## config.mk

```make
export PLATFORM = sky130hd
export DESIGN_NAME = mem_access_stage
export DESIGN_NICKNAME = d
export VERILOG_FILES = /design/src/rtl/mem_access_stage.sv
export SDC_FILE = /design/constraint.sdc
export NUM_CORES = 1
export LEC_CHECK = 0
export BUFFER_PORTS_ARGS = -buffer_cell sky130_fd_sc_hd__clkbuf_2
export CAP_MARGIN = 5
export CORE_AREA = 2 2 124 126
export DETAILED_ROUTE_END_ITERATION = 16
export DIE_AREA = 0 0 126 128
export PLACE_DENSITY = 0.6
export SETUP_SLACK_MARGIN = 0.02
export SYNTH_ARGS = -nofsm -noshare
export SYNTH_HDL_FRONTEND = slang
export SYNTH_SLANG_ARGS = --single-unit
```

## constraint.sdc

```tcl
create_clock -name clk_i -period 3.9 [get_ports clk_i]
set_clock_uncertainty 0.05 [all_clocks]
set_input_delay 0.78 -clock clk_i [delete_from_list [all_inputs] [get_ports clk_i]]
set_output_delay 0.78 -clock clk_i [all_outputs]
set_load 0.01 [all_outputs]
```

## src/rtl/mem_access_stage.sv

```systemverilog
`default_nettype none
// ============================================================================
//  Module      : mem_access_stage
//  Description : MEM pipeline stage; drives the SRAM-like data bus for
//                loads/stores and forms the MEM/WB write-back payload.
//  Revision    : 1.0 - initial release
// ============================================================================
module mem_access_stage #(
    parameter int REG_ADDR_W = 5,
    parameter int ADDR_W     = 32,
    parameter int DATA_W     = 32
) (
    input  logic                  clk_i,
    input  logic                  rst_i,
    input  logic                  stall_i,
    input  logic                  flush_i,
    input  logic [REG_ADDR_W-1:0] ex_wd_i,
    input  logic                  ex_wreg_i,
    input  logic [2*DATA_W-1:0]   ex_wdata_i,
    input  logic [3:0]            ex_memop_i,
    input  logic [ADDR_W-1:0]     ex_memaddr_i,
    input  logic [DATA_W-1:0]     ex_storedata_i,
    output logic                  data_req_o,
    output logic                  data_wr_o,
    output logic [1:0]            data_size_o,
    output logic [ADDR_W-1:0]     data_addr_o,
    output logic [DATA_W-1:0]     data_wdata_o,
    input  logic                  data_addr_ok_i,
    input  logic                  data_data_ok_i,
    input  logic [DATA_W-1:0]     data_rdata_i,
    output logic [REG_ADDR_W-1:0] mem_wd_o,
    output logic                  mem_wreg_o,
    output logic [2*DATA_W-1:0]   mem_wdata_o,
    output logic                  stall_req_o,
    output logic                  adel_o,
    output logic                  ades_o
);

    localparam int c_LANES  = DATA_W / 8;
    localparam int c_HALVES = DATA_W / 16;
    localparam int c_LANE_W = $clog2(c_LANES);

    localparam logic [3:0] c_OP_LB  = 4'd1;
    localparam logic [3:0] c_OP_LBU = 4'd2;
    localparam logic [3:0] c_OP_LH  = 4'd3;
    localparam logic [3:0] c_OP_LHU = 4'd4;
    localparam logic [3:0] c_OP_LW  = 4'd5;
    localparam logic [3:0] c_OP_SB  = 4'd6;
    localparam logic [3:0] c_OP_SH  = 4'd7;
    localparam logic [3:0] c_OP_SW  = 4'd8;

    localparam logic [1:0] c_SIZE_B = 2'd0;
    localparam logic [1:0] c_SIZE_H = 2'd1;
    localparam logic [1:0] c_SIZE_W = 2'd2;

    localparam logic [2:0] c_IDLE   = 3'd0;
    localparam logic [2:0] c_ADDR   = 3'd1;
    localparam logic [2:0] c_DATA   = 3'd2;
    localparam logic [2:0] c_DONE   = 3'd3;
    localparam logic [2:0] c_CANCEL = 3'd4;

    logic [2:0]        r_state;
    logic [2:0]        w_next_state;
    logic [DATA_W-1:0] r_rdata_q;

    logic              w_is_load;
    logic              w_is_store;
    logic              w_signed;
    logic [1:0]        w_size;
    logic              w_misaligned;
    logic              w_access;
    logic              w_req;
    logic              w_stall;
    logic              w_out_en;
    logic [7:0]        w_byte;
    logic [15:0]       w_half;
    logic [DATA_W-1:0] w_load_ext;
    logic [DATA_W-1:0] w_store_data;

    // ---------------------------------------------------------------- decode
    always_comb begin
        w_is_load  = 1'b0;
        w_is_store = 1'b0;
        w_signed   = 1'b0;
        w_size     = c_SIZE_W;
        case (ex_memop_i)
            c_OP_LB:  begin w_is_load  = 1'b1; w_signed = 1'b1; w_size = c_SIZE_B; end
            c_OP_LBU: begin w_is_load  = 1'b1;                  w_size = c_SIZE_B; end
            c_OP_LH:  begin w_is_load  = 1'b1; w_signed = 1'b1; w_size = c_SIZE_H; end
            c_OP_LHU: begin w_is_load  = 1'b1;                  w_size = c_SIZE_H; end
            c_OP_LW:  begin w_is_load  = 1'b1;                  w_size = c_SIZE_W; end
            c_OP_SB:  begin w_is_store = 1'b1;                  w_size = c_SIZE_B; end
            c_OP_SH:  begin w_is_store = 1'b1;                  w_size = c_SIZE_H; end
            c_OP_SW:  begin w_is_store = 1'b1;                  w_size = c_SIZE_W; end
            default:  ;
        endcase
    end

    assign w_misaligned = (w_is_load | w_is_store) &
                          (((w_size == c_SIZE_H) & ex_memaddr_i[0]) |
                           ((w_size == c_SIZE_W) & (ex_memaddr_i[1:0] != 2'b00)));
    assign w_access     = (w_is_load | w_is_store) & ~w_misaligned;

    // ------------------------------------------------ load lane extraction
    always_comb begin
        w_byte = '0;
        for (int i = 0; i < c_LANES; i++) begin
            if (ex_memaddr_i[c_LANE_W-1:0] == c_LANE_W'(i))
                w_byte = data_rdata_i[i*8 +: 8];
        end
        w_half = '0;
        for (int i = 0; i < c_HALVES; i++) begin
            if (ex_memaddr_i[c_LANE_W-1:1] == (c_LANE_W-1)'(i))
                w_half = data_rdata_i[i*16 +: 16];
        end
    end

    always_comb begin
        case (w_size)
            c_SIZE_B: w_load_ext = {{(DATA_W-8){w_signed & w_byte[7]}}, w_byte};
            c_SIZE_H: w_load_ext = {{(DATA_W-16){w_signed & w_half[15]}}, w_half};
            default:  w_load_ext = data_rdata_i;
        endcase
    end

    // Narrow stores are replicated across every lane so the bus can pick any.
    always_comb begin
        case (w_size)
            c_SIZE_B: w_store_data = {c_LANES{ex_storedata_i[7:0]}};
            c_SIZE_H: w_store_data = {c_HALVES{ex_storedata_i[15:0]}};
            default:  w_store_data = ex_storedata_i;
        endcase
    end

    // ------------------------------------------------------- state register
    always_ff @(posedge clk_i or posedge rst_i) begin
        if (rst_i)
            r_state <= c_IDLE;
        else
            r_state <= w_next_state;
    end

    always_ff @(posedge clk_i or posedge rst_i) begin
        if (rst_i)
            r_rdata_q <= '0;
        else if ((r_state == c_DATA) && data_data_ok_i)
            r_rdata_q <= w_load_ext;
    end

    // ------------------------------------------------------------ next state
    always_comb begin
        w_next_state = r_state;
        case (r_state)
            c_IDLE: begin
                if (w_access && !flush_i)
                    w_next_state = data_addr_ok_i ? c_DATA : c_ADDR;
            end
            c_ADDR: begin
                if (flush_i)
                    w_next_state = c_IDLE;
                else if (data_addr_ok_i)
                    w_next_state = c_DATA;
            end
            c_DATA: begin
                // A flush racing data_ok has nothing left to wait for.
                if (data_data_ok_i)
                    w_next_state = flush_i ? c_IDLE : c_DONE;
                else if (flush_i)
                    w_next_state = c_CANCEL;
            end
            c_DONE: begin
                if (flush_i || !stall_i)
                    w_next_state = c_IDLE;
            end
            c_CANCEL: begin
                if (data_data_ok_i)
                    w_next_state = c_IDLE;
            end
            default: w_next_state = c_IDLE;
        endcase
    end

    // ---------------------------------------------------------- state outputs
    always_comb begin
        w_req   = 1'b0;
        w_stall = 1'b0;
        case (r_state)
            c_IDLE: begin
                if (w_access && !flush_i) begin
                    w_req   = 1'b1;
                    w_stall = 1'b1;
                end
            end
            c_ADDR: begin
                w_req   = ~flush_i;
                w_stall = 1'b1;
            end
            c_DATA:   w_stall = 1'b1;
            c_CANCEL: w_stall = 1'b1;
            default:  ;
        endcase
    end

    // Every output is forced low while reset is held.
    assign w_out_en     = ~rst_i;

    assign data_req_o   = w_out_en & w_req;
    assign data_wr_o    = w_out_en & w_is_store;
    assign data_size_o  = w_out_en ? w_size : 2'b00;
    assign data_addr_o  = w_out_en ? ex_memaddr_i : '0;
    assign data_wdata_o = w_out_en ? w_store_data : '0;

    assign mem_wd_o     = w_out_en ? ex_wd_i : '0;
    assign mem_wreg_o   = w_out_en & ex_wreg_i & ~w_misaligned & ~flush_i &
                          (~w_is_load | (r_state == c_DONE));
    assign mem_wdata_o  = ~w_out_en ? '0 :
                          w_is_load ? {{DATA_W{1'b0}}, r_rdata_q} : ex_wdata_i;

    assign stall_req_o  = w_out_en & w_stall;
    assign adel_o       = w_out_en & w_is_load & w_misaligned;
    assign ades_o       = w_out_en & w_is_store & w_misaligned;

endmodule
`default_nettype wire

```

; Word level (Yosys, flattened, before mapping)
; Cells that the tools add are included.
; W data, S select, Z words.
[word_totals]
mem_bits_ro = 0
ramBits = 0
output_inout_bits = 141
latch_bits = 0
mem_count = 0
reg_bits = 35
wordCells = 93
[op_classes]
order_cmp = 0
n_mux = 30
addsub = 0
reduce_logical = 16
n_div = 0
n_bitwise = 23
mul = 0
shifts = 0
eq_ne = 22
[op_table]
columns = cell, count
row1 = $mux W64, 2
row2 = $pmux W32 S2, 2
row3 = $mux W32, 2
row4 = $mux W8, 4
row5 = $mux W3, 7
row6 = $and A1 B1 Y1, 16
row7 = $eq A4 B3 Y1 const B, 4
row8 = $mux W16, 1
row9 = $pmux W3 S5, 1
row10 = $reduce_or A3 Y1, 4
row11 = $eq A4 B2 Y1 const B, 2
row12 = $eq A2 B2 Y1 const B, 3
row13 = $eq A3 B2 Y1 const B, 2
row14 = $mux W2, 3
row15 = $ne A2 B2 Y1 const B, 3
row16 = $ne A3 B3 Y1 const B, 2
row17 = $mux W5, 1
row18 = $reduce_and A5 Y1, 1
row19 = $reduce_or A5 Y1, 1
row20 = $eq A2 B1 Y1 const B, 2
row21 = $eq A4 B1 Y1 const B, 1
row22 = $eq A4 B4 Y1 const B, 1
row23 = $logic_not A2 Y1, 2
row24 = $mux W1, 4
row25 = other kinds (12), 20

; Logic depth before layout (Yosys ltp)
; Gate-level depths: netlist of run 1.
[logic_depth]
ltp_word = 13
ltp_mapped = 7
ltp_nobuf = 4

; Worst setup path before layout of run 1
; No wires, ideal clock.
[synth_path]
path_type = in2out
from = in rst_i
to = out mem_wdata_o[54]
path_slack_ns = 0.444
path_stages = 4
required_ns = 3.070
arrival_ns = 2.626
path_cell_list = clkbuf_1 -> inv_1 -> clkbuf_1 -> and3_1
[synth_via]
elab_chain_cells = 1
[synth_lines]
columns = item, line
row1 = "start, declared", 14  ; input logic rst_i,
row2 = $mux W64, 216  ; assign mem_wdata_o = ~w_out_en ? '0 :
row3 = "end, declared", 33  ; output logic [2*DATA_W-1:0] mem_wdata_o,
; No other way between the ends.

; Final worst setup path of run 1
[layout_path]
from = in ex_memop_i[3]
to = out data_req_o
[layout_via]
elab_chain_cells = 13
[layout_lines]
columns = item, line
row1 = "start, declared", 20  ; input logic [3:0] ex_memop_i,
row2 = "$eq A4 B3 Y1, or another cell as far along", 86  ; case (ex_memop_i)
row3 = $reduce_or A3 Y1 (no source line), -
row4 = $pmux W2 S2, 86
row5 = $eq A2 B1 Y1 / $eq A2 B2 Y1 (equally long branches), "100, 101"
row6 = "$and A1 B1 Y1, on equally long branches", "100, 101"
row7 = $or A1 B1 Y1, 100  ; (((w_size == c_SIZE_H) & ex_memaddr_i[0]) |
row8 = $and A1 B1 Y1, 99  ; assign w_misaligned = (w_is_load | w_is_store) &
row9 = $not A1 Y1, 102  ; assign w_access = (w_is_load | w_is_store) & ~w_misaligned;
row10 = $and A1 B1 Y1 (*), 102
row11 = $logic_and A1 B1 Y1 (*), 189  ; if (w_access && !flush_i) begin
row12 = $mux W1 (*), 189
row13 = $pmux W1 S2 (*), 187  ; case (r_state)
row14 = $and A1 B1 Y1 (*), 207  ; assign data_req_o = w_out_en & w_req;
row15 = "end, declared", 23  ; output logic data_req_o,
; Mark *: on every way between the ends. The rest lies on a longest branch, timed or not.

==> Flow_metrics.wiki, run 1 <==
{| class="wikitable"
! Metric !! Value
|-
| Terminating pin of the worst hold path || r_rdata_q[8]
|-
| Max IR drop VDD || ~0.21 mV
|-
| Total number of clock tree sinks || 35
|-
| Sequential fraction of the synthesis area || 24.8%
|-
| Standard cell core area || 14,900 µm²
|-
| Arrival time of the worst setup path || 2860 ps
|-
| Slowest cell delay on critical path || 800 ps
|-
| Critical-path top delay cell || sky130_fd_sc_hd__nor2_1
|-
| Resize count post-CTS || 0
|-
| Maximum achievable frequency || between 200 and 300 MHz
|-
| Clock Path Buffers || 2
|-
| Die Area || 16,100 µm²
|-
| Number of instances on the worst hold path || 2
|-
| Minimum hold slack || 431 ps
|-
| Setup violation total in the final timing report || 0
|-
| Number of DRC violations after detailed-routing iteration 0 || 373
|-
| # Post-CTS Setup Buffers || 0
|-
| Number of port buffers || ~320
|-
| Overflow left after global routing || 0
|-
| Cell taking the most area after synthesis || sky130_fd_sc_hd__dfrtp_1
|-
| Share of power burned in the clock network || 24.3%
|-
| Critical-path maximum fanout || 18
|-
| First-pass GRT wire length || 23.3 mm
|-
| Post-DR wirelength/cell || 15.5 µm
|-
| Sw power || about 710 µW
|-
| Number of filler instances in the final layout || about 1,700
|-
| Post-detailed-route DRC marker count || 0
|-
| Yosys synthesis warning count || 0
|-
| Number of synthesized register bits || 35
|-
| Proportion of power drawn by flip-flops and latches || approximately a third
|-
| Count of final hold-check violations || 0
|-
| Chip width || about 130 µm
|-
| CTS H-tree depth || 2
|-
| Routed via count || around 4,800
|-
| Normalized max-slew margin || 26.0%
|-
| Logic pwr share || 41.7%
|-
| Startpoint type of the worst setup path || input port
|-
| Total CTS buffers || 5
|-
| Count of buffering cells on the critical path with inverters included || 2
|-
| Net count of the mapped netlist || between 700 and 800
|-
| Worst hold start || r_rdata_q[8]
|-
| Layout overhead on the synthesized area || 52.6%
|-
| Leading register cell type out of synthesis || sky130_fd_sc_hd__dfrtp_1
|-
| Antenna fix cells || 0
|-
| Drt first pass iters || 5
|-
| Cell with the most instances on the worst path || sky130_fd_sc_hd__clkbuf_2
|-
| Drt total wl || 15.5 mm
|-
| Total power divided by cell area || 351 nW/µm²
|-
| Sum Neg Setup Slack || 0 ps
|-
| Global-route usage over all layers || between 10% and 20%
|-
| Synthesized area || around 3500 µm²
|-
| Synthesized netlist cell count || 537
|-
| Top cells by area, synth || sky130_fd_sc_hd__dfrtp_1, sky130_fd_sc_hd__nand2_1, sky130_fd_sc_hd__a21oi_1
|-
| Hold-fix buffers, CTS || 0
|-
| Clock root buffer || sky130_fd_sc_hd__clkbuf_16
|-
| Type of the worst min-delay path || flip-flop to flip-flop
|-
| Top cell type's share of synthesized area || ~25%
|-
| Routed via count divided by cell count || 4.80
|-
| Initial Utilization || around a quarter
|-
| Avg Synthesized Cell Area || between 6 and 7 µm²
|-
| Dpl hpwl || 12.1 mm
|-
| Required time at the worst-slack endpoint || 3070 ps
|-
| Count of flip-flops with a built-in enable after synthesis || 0
|-
| Final min period || 3690 ps
|-
| Actual slew at the worst max-slew pin || 1110 ps
|-
| Worst reg2reg setup slack || 1670 ps
|-
| Count of standard-cell rows || 45
|-
| Vertical die dimension || 128 µm
|-
| Antenna violations before repair || 0
|-
| Share of post-route cells with drive strength above 1 || about 44%
|-
| Most frequent cells after synthesis || sky130_fd_sc_hd__nand2_1, sky130_fd_sc_hd__a21oi_1, sky130_fd_sc_hd__nor2_1
|-
| Ratio of final minimum period to clock period || 94.6%
|-
| Setup repair after global routing missed its margin || no
|-
| Leakage power || 2.93 nW
|-
| Outcome || complete, no violations
|-
| Latest clock arrival within the worst-skew pair || 280 ps
|-
| Cell chain of the critical path || clkbuf_2 > nor4b_1 > nor2_1 > o211ai_1 > o211a_1 > clkbuf_2
|-
| Share of async-settable or async-resettable flops after synthesis || 100%
|-
| Critical R2R Capture || r_rdata_q[31]
|-
| Worst setup EP type || output pin
|-
| Max Cap Viol || 0
|-
| Distinct cell type count of the synthesized netlist || 45
|-
| Placer Congestion || between 0.8 and 0.9
|-
| CTS tree || done
|-
| Largest delay share family, worst path || simple AND/OR/NAND/NOR gates
|-
| Most frequent cell after synthesis || sky130_fd_sc_hd__nand2_1
|-
| Type of the worst setup path || input port to output pin
|-
| Detail Route Antenna Nets || 0
|-
| Clock Pin Slew Worst Setup and Hold Paths || 60 ps
|-
| Count of boundary I/O pins || roughly 320
|-
| Fraction of power spent switching nets || 37.5%
|-
| Via count of the first global-routing pass || 4,256
|-
| Maximum number of pins on one net before global-route repair || 67
|-
| RR Startpoint || r_state[0]
|-
| Cell depth of the worst flop-to-flop path || 5
|-
| Fin nets || 990
|-
| Internal power of the cells || ~1.2 mW
|-
| Number of pins exceeding their max-slew limit in the final report || 0
|}
==> stage by stage <==
stage	util [%]	instances	worst slack (ps)	instance area [µm²]	total power, mW
finish	36.3	1003	209	5390	1.89
floorplan	-	537	444	3530	1.12
CTS	36.3	1003	241	5390	1.90
global placement	35.1	995	289	5220	1.43
detailed placement	35.1	995	251	5220	1.44
global route	36.3	1003	24.5	5390	2.05
==> worst max-delay path by stage <==
stage                        startpoint         endpoint  slack [ps]  depth (start not counted)
after floorplan                   rst_i  mem_wdata_o[54]         440                          4
after global placement    ex_memop_i[1]       data_req_o         290                          6
after detailed placement  ex_memop_i[3]       data_req_o         250                          6
after CTS                 ex_memop_i[3]       data_req_o         240                          6
after global routing      ex_memop_i[3]       data_req_o          20                          6
final                     ex_memop_i[3]       data_req_o         210                          6
==> metal layers <==
metal | global-route usage (%) | vias to the layer above | wire, µm
met5 | 0 | - | 0
met4 | 2.65 | 0 | 118
met3 | 2.13 | 10 | 958
met2 | 29.9 | 190 | 7380
met1 | 24.9 | 2208 | 7040
li1 | - | 2406 | -
==> power groups by stage <==
stage | Combinational (mW) | Sequential, mW | Clock, mW
after floorplan | 0.507 | 0.609 | 0
after global placement | 0.784 | 0.644 | 0
after detailed placement | 0.790 | 0.648 | 0
after global routing | 0.894 | 0.667 | 0.488
after CTS | 0.795 | 0.642 | 0.467
final | 0.791 | 0.643 | 0.460
==> tightest hold or removal path, cell delays in order (launching register included) <==
cell	delay [ps]
sky130_fd_sc_hd__dfrtp_1	340
sky130_fd_sc_hd__nand2_1	40
sky130_fd_sc_hd__o21ai_0	60
==> sequential cells by signal (all words and copies together), names as in the netlist <==
name / count
r_state: 3
r_rdata_q: 32
==> area by class of cell <==
class | count | area [µm²] | share of cell area (%)
Multi-Input combinational cell | 445 | 2450 | 45.4
Timing Repair Buffer | 323 | 1650 | 30.6
Sequential cell | 35 | 876 | 16.2
Tap cell | 188 | 235 | 4.36
Clock buffer | 5 | 125 | 2.32
Clock inverter | 3 | 43.8 | 0.812
Inverter | 4 | 15.0 | 0.278
==> layout by cell type, fill, tap and decap left out, drive strengths merged, types with 10 or more instances in the layout <==
cell,n
nor2,51
mux2,15
a31oi,10
nor2b,45
and3,34
clkbuf,320
dfrtp,35
a21oi,76
nand2,120
nor3,13
o21ai,16
==> kinds of logic (layout without fill, tap and decap cells) <==
logic type | Yosys count | in the layout | synth area share [%]
and+or+nand+nor | 285 | 285 | 38.4
AOI/OAI and AO/OA | 143 | 143 | 24.5
buffers and inverters | 57 | 335 | 6.65
DFF | 35 | 35 | 24.8
muxes | 16 | 16 | 5.42
xor gates and xnor gates | 1 | 1 | 0.248
No activity file was read; power rests on OpenSTA's default activity.
==> inputs of run 2 (changes only) <==
- CELL_PAD_IN_SITES_DETAIL_PLACEMENT: unset -> 1
- CELL_PAD_IN_SITES_GLOBAL_PLACEMENT: unset -> 1
- CORE_AREA: 2 2 124 126 -> unset
- CORE_ASPECT_RATIO: unset -> 0.9
- CORE_UTILIZATION: unset -> 24
- DIE_AREA: 0 0 126 128 -> unset
- PLACE_DENSITY: 0.6 -> 0.86
==> run 2 against run 1 <==
  * Register-to-register slack gained 40 ps
  * Clock power is essentially flat
  * Non-clock buffer count grew 4
  * Total power grew 2.5%
  * First-iteration DRC count shrank 35%
  * Final cell count grew 0.90%
  * Combinational power grew 3.9%
  * Via count grew 3.2%
  * Count of clock-buffer cells in the layout is the same
  * Routed wire length grew 22%
  * Maximum frequency grew 2.6%
  * Sequential cell count is the same
  * Largest power group unchanged
==> Flow_metrics.wiki, run 2 (synthesized netlist as in run 1, its figures left out) <==
{| class="wikitable"
! Metric !! Value
|-
| Outcome || complete, no violations
|-
| Worst Setup Slack, final || 303 ps
|-
| Normalized max-slew margin || 30.7%
|-
| Leading cell type in the layout, fill and taps excluded || sky130_fd_sc_hd__clkbuf_2
|-
| Count of buffering cells on the critical path with inverters included || 3
|-
| Post-DR wirelength/cell || about 19 µm
|-
| Slowest cell delay on critical path || 570 ps
|-
| Detail Route Antenna Nets || 0
|-
| Largest delay share family, worst path || compound AO/OA/AOI/OAI gates
|-
| Total number of clock tree sinks || 35
|-
| Via count of the first global-routing pass || approximately 4,600
|-
| Max FFs per register || 32
|-
| Hold-fix buffers, CTS || 0
|-
| Final design area excluding fillers || about 5400 µm²
|-
| Latest clock arrival within the worst-skew pair || 270 ps
|-
| Count of final hold-check violations || 0
|-
| Layout overhead on the synthesized area || 53.7%
|-
| CTS tree || done
|-
| PnR Total Power || 1.94 mW
|-
| Worst hold start || r_rdata_q[10]
|-
| Worst reg2reg setup slack || 1710 ps
|-
| # Post-CTS Setup Buffers || 0
|-
| Worst setup EP type || output pin
|-
| Cell with the most instances on the worst path || sky130_fd_sc_hd__clkbuf_2
|-
| Total cell area at the placement stage || roughly 5300 µm²
|-
| Setup repair after global routing missed its margin || no
|-
| Post-placement cell count || about 1,000
|-
| Critical-path top delay cell || sky130_fd_sc_hd__nor3_1
|-
| Leakage power || 2.95 nW
|-
| Die Area || ~15,000 µm²
|-
| Startpoint type of the worst setup path || input port
|-
| Number of port buffers || 316
|-
| Number of filler instances in the final layout || 1,907
|-
| Required time at the worst-slack endpoint || ~3100 ps
|-
| Count of standard-cell rows || just over 40
|-
| Resize count post-CTS || 0
|-
| Max Cap Viol || 0
|-
| Drt total wl || 19.0 mm
|-
| Vertical die dimension || 117 µm
|-
| Routed via count || 4,970
|-
| Total CTS buffers || 5
|-
| Count of boundary I/O pins || between 300 and 400
|-
| Fin nets || 994
|-
| Dpl hpwl || 15.5 mm
|-
| Drt first pass iters || 4
|-
| Routed via count divided by cell count || 4.91
|-
| Overflow left after global routing || 0
|-
| Share of post-route cells with drive strength above 1 || 44.4%
|-
| First-pass GRT wire length || around 27 mm
|-
| Regs by FF count || r_rdata_q x32, r_state x3
|-
| Clock Path Buffers || 2
|-
| Final standard cell count with taps included and fillers excluded || 1,012
|-
| Number of pins exceeding their max-slew limit in the final report || 0
|-
| Total power divided by cell area || 358 nW/µm²
|-
| RR Startpoint || r_state[0]
|-
| Terminating pin of the worst hold path || r_rdata_q[10]
|-
| Max IR drop VDD || roughly 0.19 mV
|-
| Minimum hold slack || about 470 ps
|-
| Maximum number of pins on one net before global-route repair || 62
|-
| Initial Utilization || between 20 and 25%
|-
| Cell chain of the critical path || clkbuf_2 > nor3_1 > a211o_2 > buf_4 > nand2_1 > a21oi_1 > clkbuf_2
|-
| Commonest cells after routing, fill and taps aside || sky130_fd_sc_hd__clkbuf_2, sky130_fd_sc_hd__nand2_1, sky130_fd_sc_hd__a21oi_1, sky130_fd_sc_hd__nor2_1, sky130_fd_sc_hd__nor2b_1
|-
| Antenna violations before repair || 0
|-
| Placer Congestion || 0.840
|-
| Critical R2R Capture || r_rdata_q[21]
|-
| Standard cell core area || ~14,000 µm²
|-
| Clock root buffer || sky130_fd_sc_hd__clkbuf_16
|-
| Setup violation total in the final timing report || 0
|-
| Number of instances on the worst hold path || 2
|-
| Register bank with the most flops || r_rdata_q
|-
| Maximum achievable frequency || roughly 280 MHz
|-
| Actual slew at the worst max-slew pin || 1040 ps
|-
| Critical-path maximum fanout || 24
|-
| Final core occ || 38.2%
|-
| Type of the worst min-delay path || flip-flop to flip-flop
|-
| Chip width || ~130 µm
|-
| Clock Pin Slew Worst Setup and Hold Paths || ~60 ps
|-
| Type of the worst setup path || input port to output pin
|-
| Sum Neg Setup Slack || 0 ps
|-
| Cell depth of the worst flop-to-flop path || 5
|-
| Final min period || 3600 ps
|-
| Post-detailed-route DRC marker count || 0
|-
| Number of DRC violations after detailed-routing iteration 0 || 244
|-
| Global-route usage over all layers || 24.0%
|-
| Place WS || 203 ps
|-
| CTS H-tree depth || 2
|-
| Antenna fix cells || 0
|-
| Ratio of final minimum period to clock period || 92.2%
|-
| Arrival time of the worst setup path || 2770 ps
|}
[run 2: changes by cell type in the layout (fill, tap and decap cells not counted)]
cell                     delta
sky130_fd_sc_hd__buf_4      +4
sky130_fd_sc_hd__nor2_1     -1
sky130_fd_sc_hd__nor2_2     +1
[run 2: layout make-up]
class	instances	area (µm²)	share of cell area, %
clock inverter	3	43.8	0.806
inverter	4	15.0	0.276
multi-input combinational	445	2450	45.1
clock buffer	5	125	2.30
tap	193	241	4.45
timing repair buffer	327	1680	30.9
sequential	35	876	16.1
[run 2: where the power goes]
group          switching [mW]  internal [mW]
registers               0.125          0.538
logic                   0.473          0.349
clock network           0.156          0.301
total                   0.754           1.19
[run 2: worst max path at each step]
| stage | slack [ps] | start | cells after the start | to |
|---|---|---|---|---|
| 2_1_floorplan | 440 | rst_i | 4 | mem_wdata_o[54] |
| 5_1_grt | 150 | ex_memop_i[2] | 7 | mem_wdata_o[16] |
| 3_5_place_dp | 200 | ex_memop_i[3] | 6 | data_req_o |
| 4_1_cts | 200 | ex_memop_i[3] | 6 | data_req_o |
| 6_report | 300 | ex_memop_i[2] | 7 | mem_wdata_o[16] |
| 3_3_place_gp | 290 | ex_memop_i[3] | 6 | data_req_o |
[run 2: worst register-to-register path, delay by kind of cell, from the launching register on]
kind	cells	cell delay [ps]
and+or+nand+nor	3	1110
DFF	1	500
buffers and inverters	1	340
AOI/OAI and AO/OA	1	130
[run 2: layer usage]
metal	track usage (%)	routed length, µm
met4	4.42	215
met1	30.5	8040
met3	3.91	1120
met5	0	0
met2	43.0	9590
==> inputs of run 3 (changes only) <==
- clock period: 3.9 -> 4.05 ns (I/O delays scaled with it)
==> run 3 against run 2 <==
  * Worst hold slack improved by 4.7 ps
  * Via count increased by 0.66%
  * Utilization decreased by 0.34 points
  * Largest power group unchanged
  * Sequential share of layout area increased by 0.15 points
  * Highest routed layer unchanged
  * Non-clock buffer count decreased by 3
==> Flow_metrics.wiki, run 3 (synthesized netlist as in run 1, its figures left out) <==
{| class="wikitable"
! Metric !! Value
|-
| Count of final hold-check violations || 0
|-
| Clock Pin Slew Worst Setup and Hold Paths || 60 ps
|-
| Total power divided by cell area || approximately 330 nW/µm²
|-
| Overflow left after global routing || 0
|-
| Post-placement cell count || 1,001
|-
| CTS tree || done
|-
| Worst reg2reg setup slack || roughly 1800 ps
|-
| Required time at the worst-slack endpoint || 3190 ps
|-
| Largest delay share family, worst path || simple AND/OR/NAND/NOR gates
|-
| Dpl hpwl || 15.5 mm
|-
| Layout overhead on the synthesized area || 52.3%
|-
| Regs by FF count || r_rdata_q x32, r_state x3
|-
| RR Startpoint || r_state[0]
|-
| Commonest cells after routing, fill and taps aside || sky130_fd_sc_hd__clkbuf_2, sky130_fd_sc_hd__nand2_1, sky130_fd_sc_hd__a21oi_1, sky130_fd_sc_hd__nor2_1, sky130_fd_sc_hd__nor2b_1
|-
| Worst setup EP type || output pin
|-
| Cell depth of the worst flop-to-flop path || 5
|-
| Total cell area at the placement stage || 5240 µm²
|-
| Type of the worst setup path || input port to output pin
|-
| Max Cap Viol || 0
|-
| Via count of the first global-routing pass || 4,685
|-
| Global-route usage over all layers || 23.9%
|-
| Clock root buffer || sky130_fd_sc_hd__clkbuf_16
|-
| Type of the worst min-delay path || flip-flop to flip-flop
|-
| Initial Utilization || roughly a quarter
|-
| Minimum hold slack || between 400 and 500 ps
|-
| Antenna violations before repair || 0
|-
| Terminating pin of the worst hold path || r_rdata_q[10]
|-
| Number of instances on the worst hold path || 2
|-
| Resize count post-CTS || 0
|-
| Ratio of final minimum period to clock period || about 93%
|-
| Setup repair after global routing missed its margin || no
|-
| Outcome || complete, no violations
|-
| Critical R2R Capture || r_rdata_q[22]
|-
| # Post-CTS Setup Buffers || 0
|-
| Standard cell core area || approximately 14,000 µm²
|-
| Leakage power || 2.92 nW
|-
| Routed via count || approximately 5,000
|-
| Normalized max-slew margin || 26.7%
|-
| Final design area excluding fillers || ~5400 µm²
|-
| Register bank with the most flops || r_rdata_q
|-
| Number of pins exceeding their max-slew limit in the final report || 0
|-
| Maximum number of pins on one net before global-route repair || 63
|-
| Number of port buffers || ~320
|-
| Placer Congestion || 0.864
|-
| Arrival time of the worst setup path || 2890 ps
|-
| Die Area || 15,200 µm²
|-
| Cell depth of the worst setup path || 6
|-
| Number of filler instances in the final layout || between 1,500 and 2,000
|-
| Hold-fix buffers, CTS || 0
|-
| Final standard cell count with taps included and fillers excluded || 1,009
|-
| Actual slew at the worst max-slew pin || 1100 ps
|-
| Fin nets || 991
|-
| Routed via count divided by cell count || 4.96
|-
| Slowest cell delay on critical path || 740 ps
|-
| Drt first pass iters || 4
|-
| Count of standard-cell rows || 41
|-
| Chip width || 130 µm
|-
| Drt total wl || 19.1 mm
|-
| Worst hold start || r_rdata_q[10]
|-
| Leading cell type in the layout, fill and taps excluded || sky130_fd_sc_hd__clkbuf_2
|-
| Critical-path top delay cell || sky130_fd_sc_hd__nor2_1
|-
| Critical-path maximum fanout || 18
|-
| Cell chain of the critical path || clkbuf_2 > nor4b_1 > nor2_1 > o211ai_1 > o211a_1 > clkbuf_2
|-
| Post-DR wirelength/cell || around 19 µm
|-
| First-pass GRT wire length || 27.0 mm
|-
| Clock Path Buffers || 2
|-
| Latest clock arrival within the worst-skew pair || ~280 ps
|-
| CTS H-tree depth || 2
|-
| Share of post-route cells with drive strength above 1 || 44.1%
|-
| Max IR drop VDD || 0.127 mV
|-
| Total CTS buffers || 5
|-
| Detail Route Antenna Nets || 0
|-
| Antenna fix cells || 0
|-
| Max FFs per register || 32
|-
| Worst setup startpoint || ex_memop_i[3]
|-
| Count of boundary I/O pins || 317
|-
| Maximum achievable frequency || 267 MHz
|-
| Total number of clock tree sinks || 35
|-
| Post-detailed-route DRC marker count || 0
|-
| Number of DRC violations after detailed-routing iteration 0 || 224
|-
| Final min period || 3750 ps
|-
| Startpoint type of the worst setup path || input port
|-
| Count of buffering cells on the critical path with inverters included || 2
|-
| Setup violation total in the final timing report || 0
|-
| Cell with the most instances on the worst path || sky130_fd_sc_hd__clkbuf_2
|-
| Sum Neg Setup Slack || 0 ps
|-
| Vertical die dimension || 117 µm
|}
run 3: changes by cell type in the layout (fill, tap and decap cells not counted):
cell,before,now
sky130_fd_sc_hd__buf_4,11,8
sky130_fd_sc_hd__clkinvlp_4,0,2
sky130_fd_sc_hd__bufinv_16,1,0
sky130_fd_sc_hd__clkinv_4,1,0
sky130_fd_sc_hd__nor2_1,50,51
sky130_fd_sc_hd__nor2_2,1,0
run 3: worst max-delay path by stage:
stage,to,slack [ps]
CTS,data_req_o,360
global placement,mem_wdata_o[18],460
finish,data_req_o,300
floorplan,mem_wdata_o[54],530
detailed placement,data_req_o,360
global route,data_req_o,170
run 3: per-layer routing:
metal  vias to the layer above  share of wire, %  GRT usage [%]
met1                      2414                43           29.7
li1                       2410                 -              -
met2                       167                51           43.9
met3                        12               4.9           3.23
met5                         -                 0              0
met4                         0               1.4           4.96
run 3: metrics by stage:
step           power, mW  util (%)  worst slack, ps
6_report            1.80      37.9              302
5_1_grt             1.93      37.9              170
4_1_cts             1.82      37.9              360
3_5_place_dp        1.43      36.9              362
3_3_place_gp        1.40      36.9              459
2_1_floorplan       1.07         -              534
run 3: area by class of cell:
| cell class | instances | area, µm² | area share [%] |
|---|---|---|---|
| clock buffer | 5 | 125 | 2.32 |
| clock inverter | 3 | 20.0 | 0.372 |
| inverter | 4 | 15.0 | 0.279 |
| multi-input combinational | 445 | 2450 | 45.5 |
| sequential | 35 | 876 | 16.3 |
| tap | 193 | 241 | 4.49 |
| timing repair buffer | 324 | 1660 | 30.8 |
run 3: report_power, final:
part,internal (mW),switching [mW]
clock,0.227,0.154
combinational,0.334,0.454
sequential,0.518,0.117
total,1.08,0.724
run 3: worst register-to-register path: cells and delay by family, from the launching register on:
family / cells / cell delay, ps
AOI/OAI and AO/OA: 1 / 130
buffers and inverters: 1 / 350
DFF: 1 / 500
and+or+nand+nor: 3 / 1160
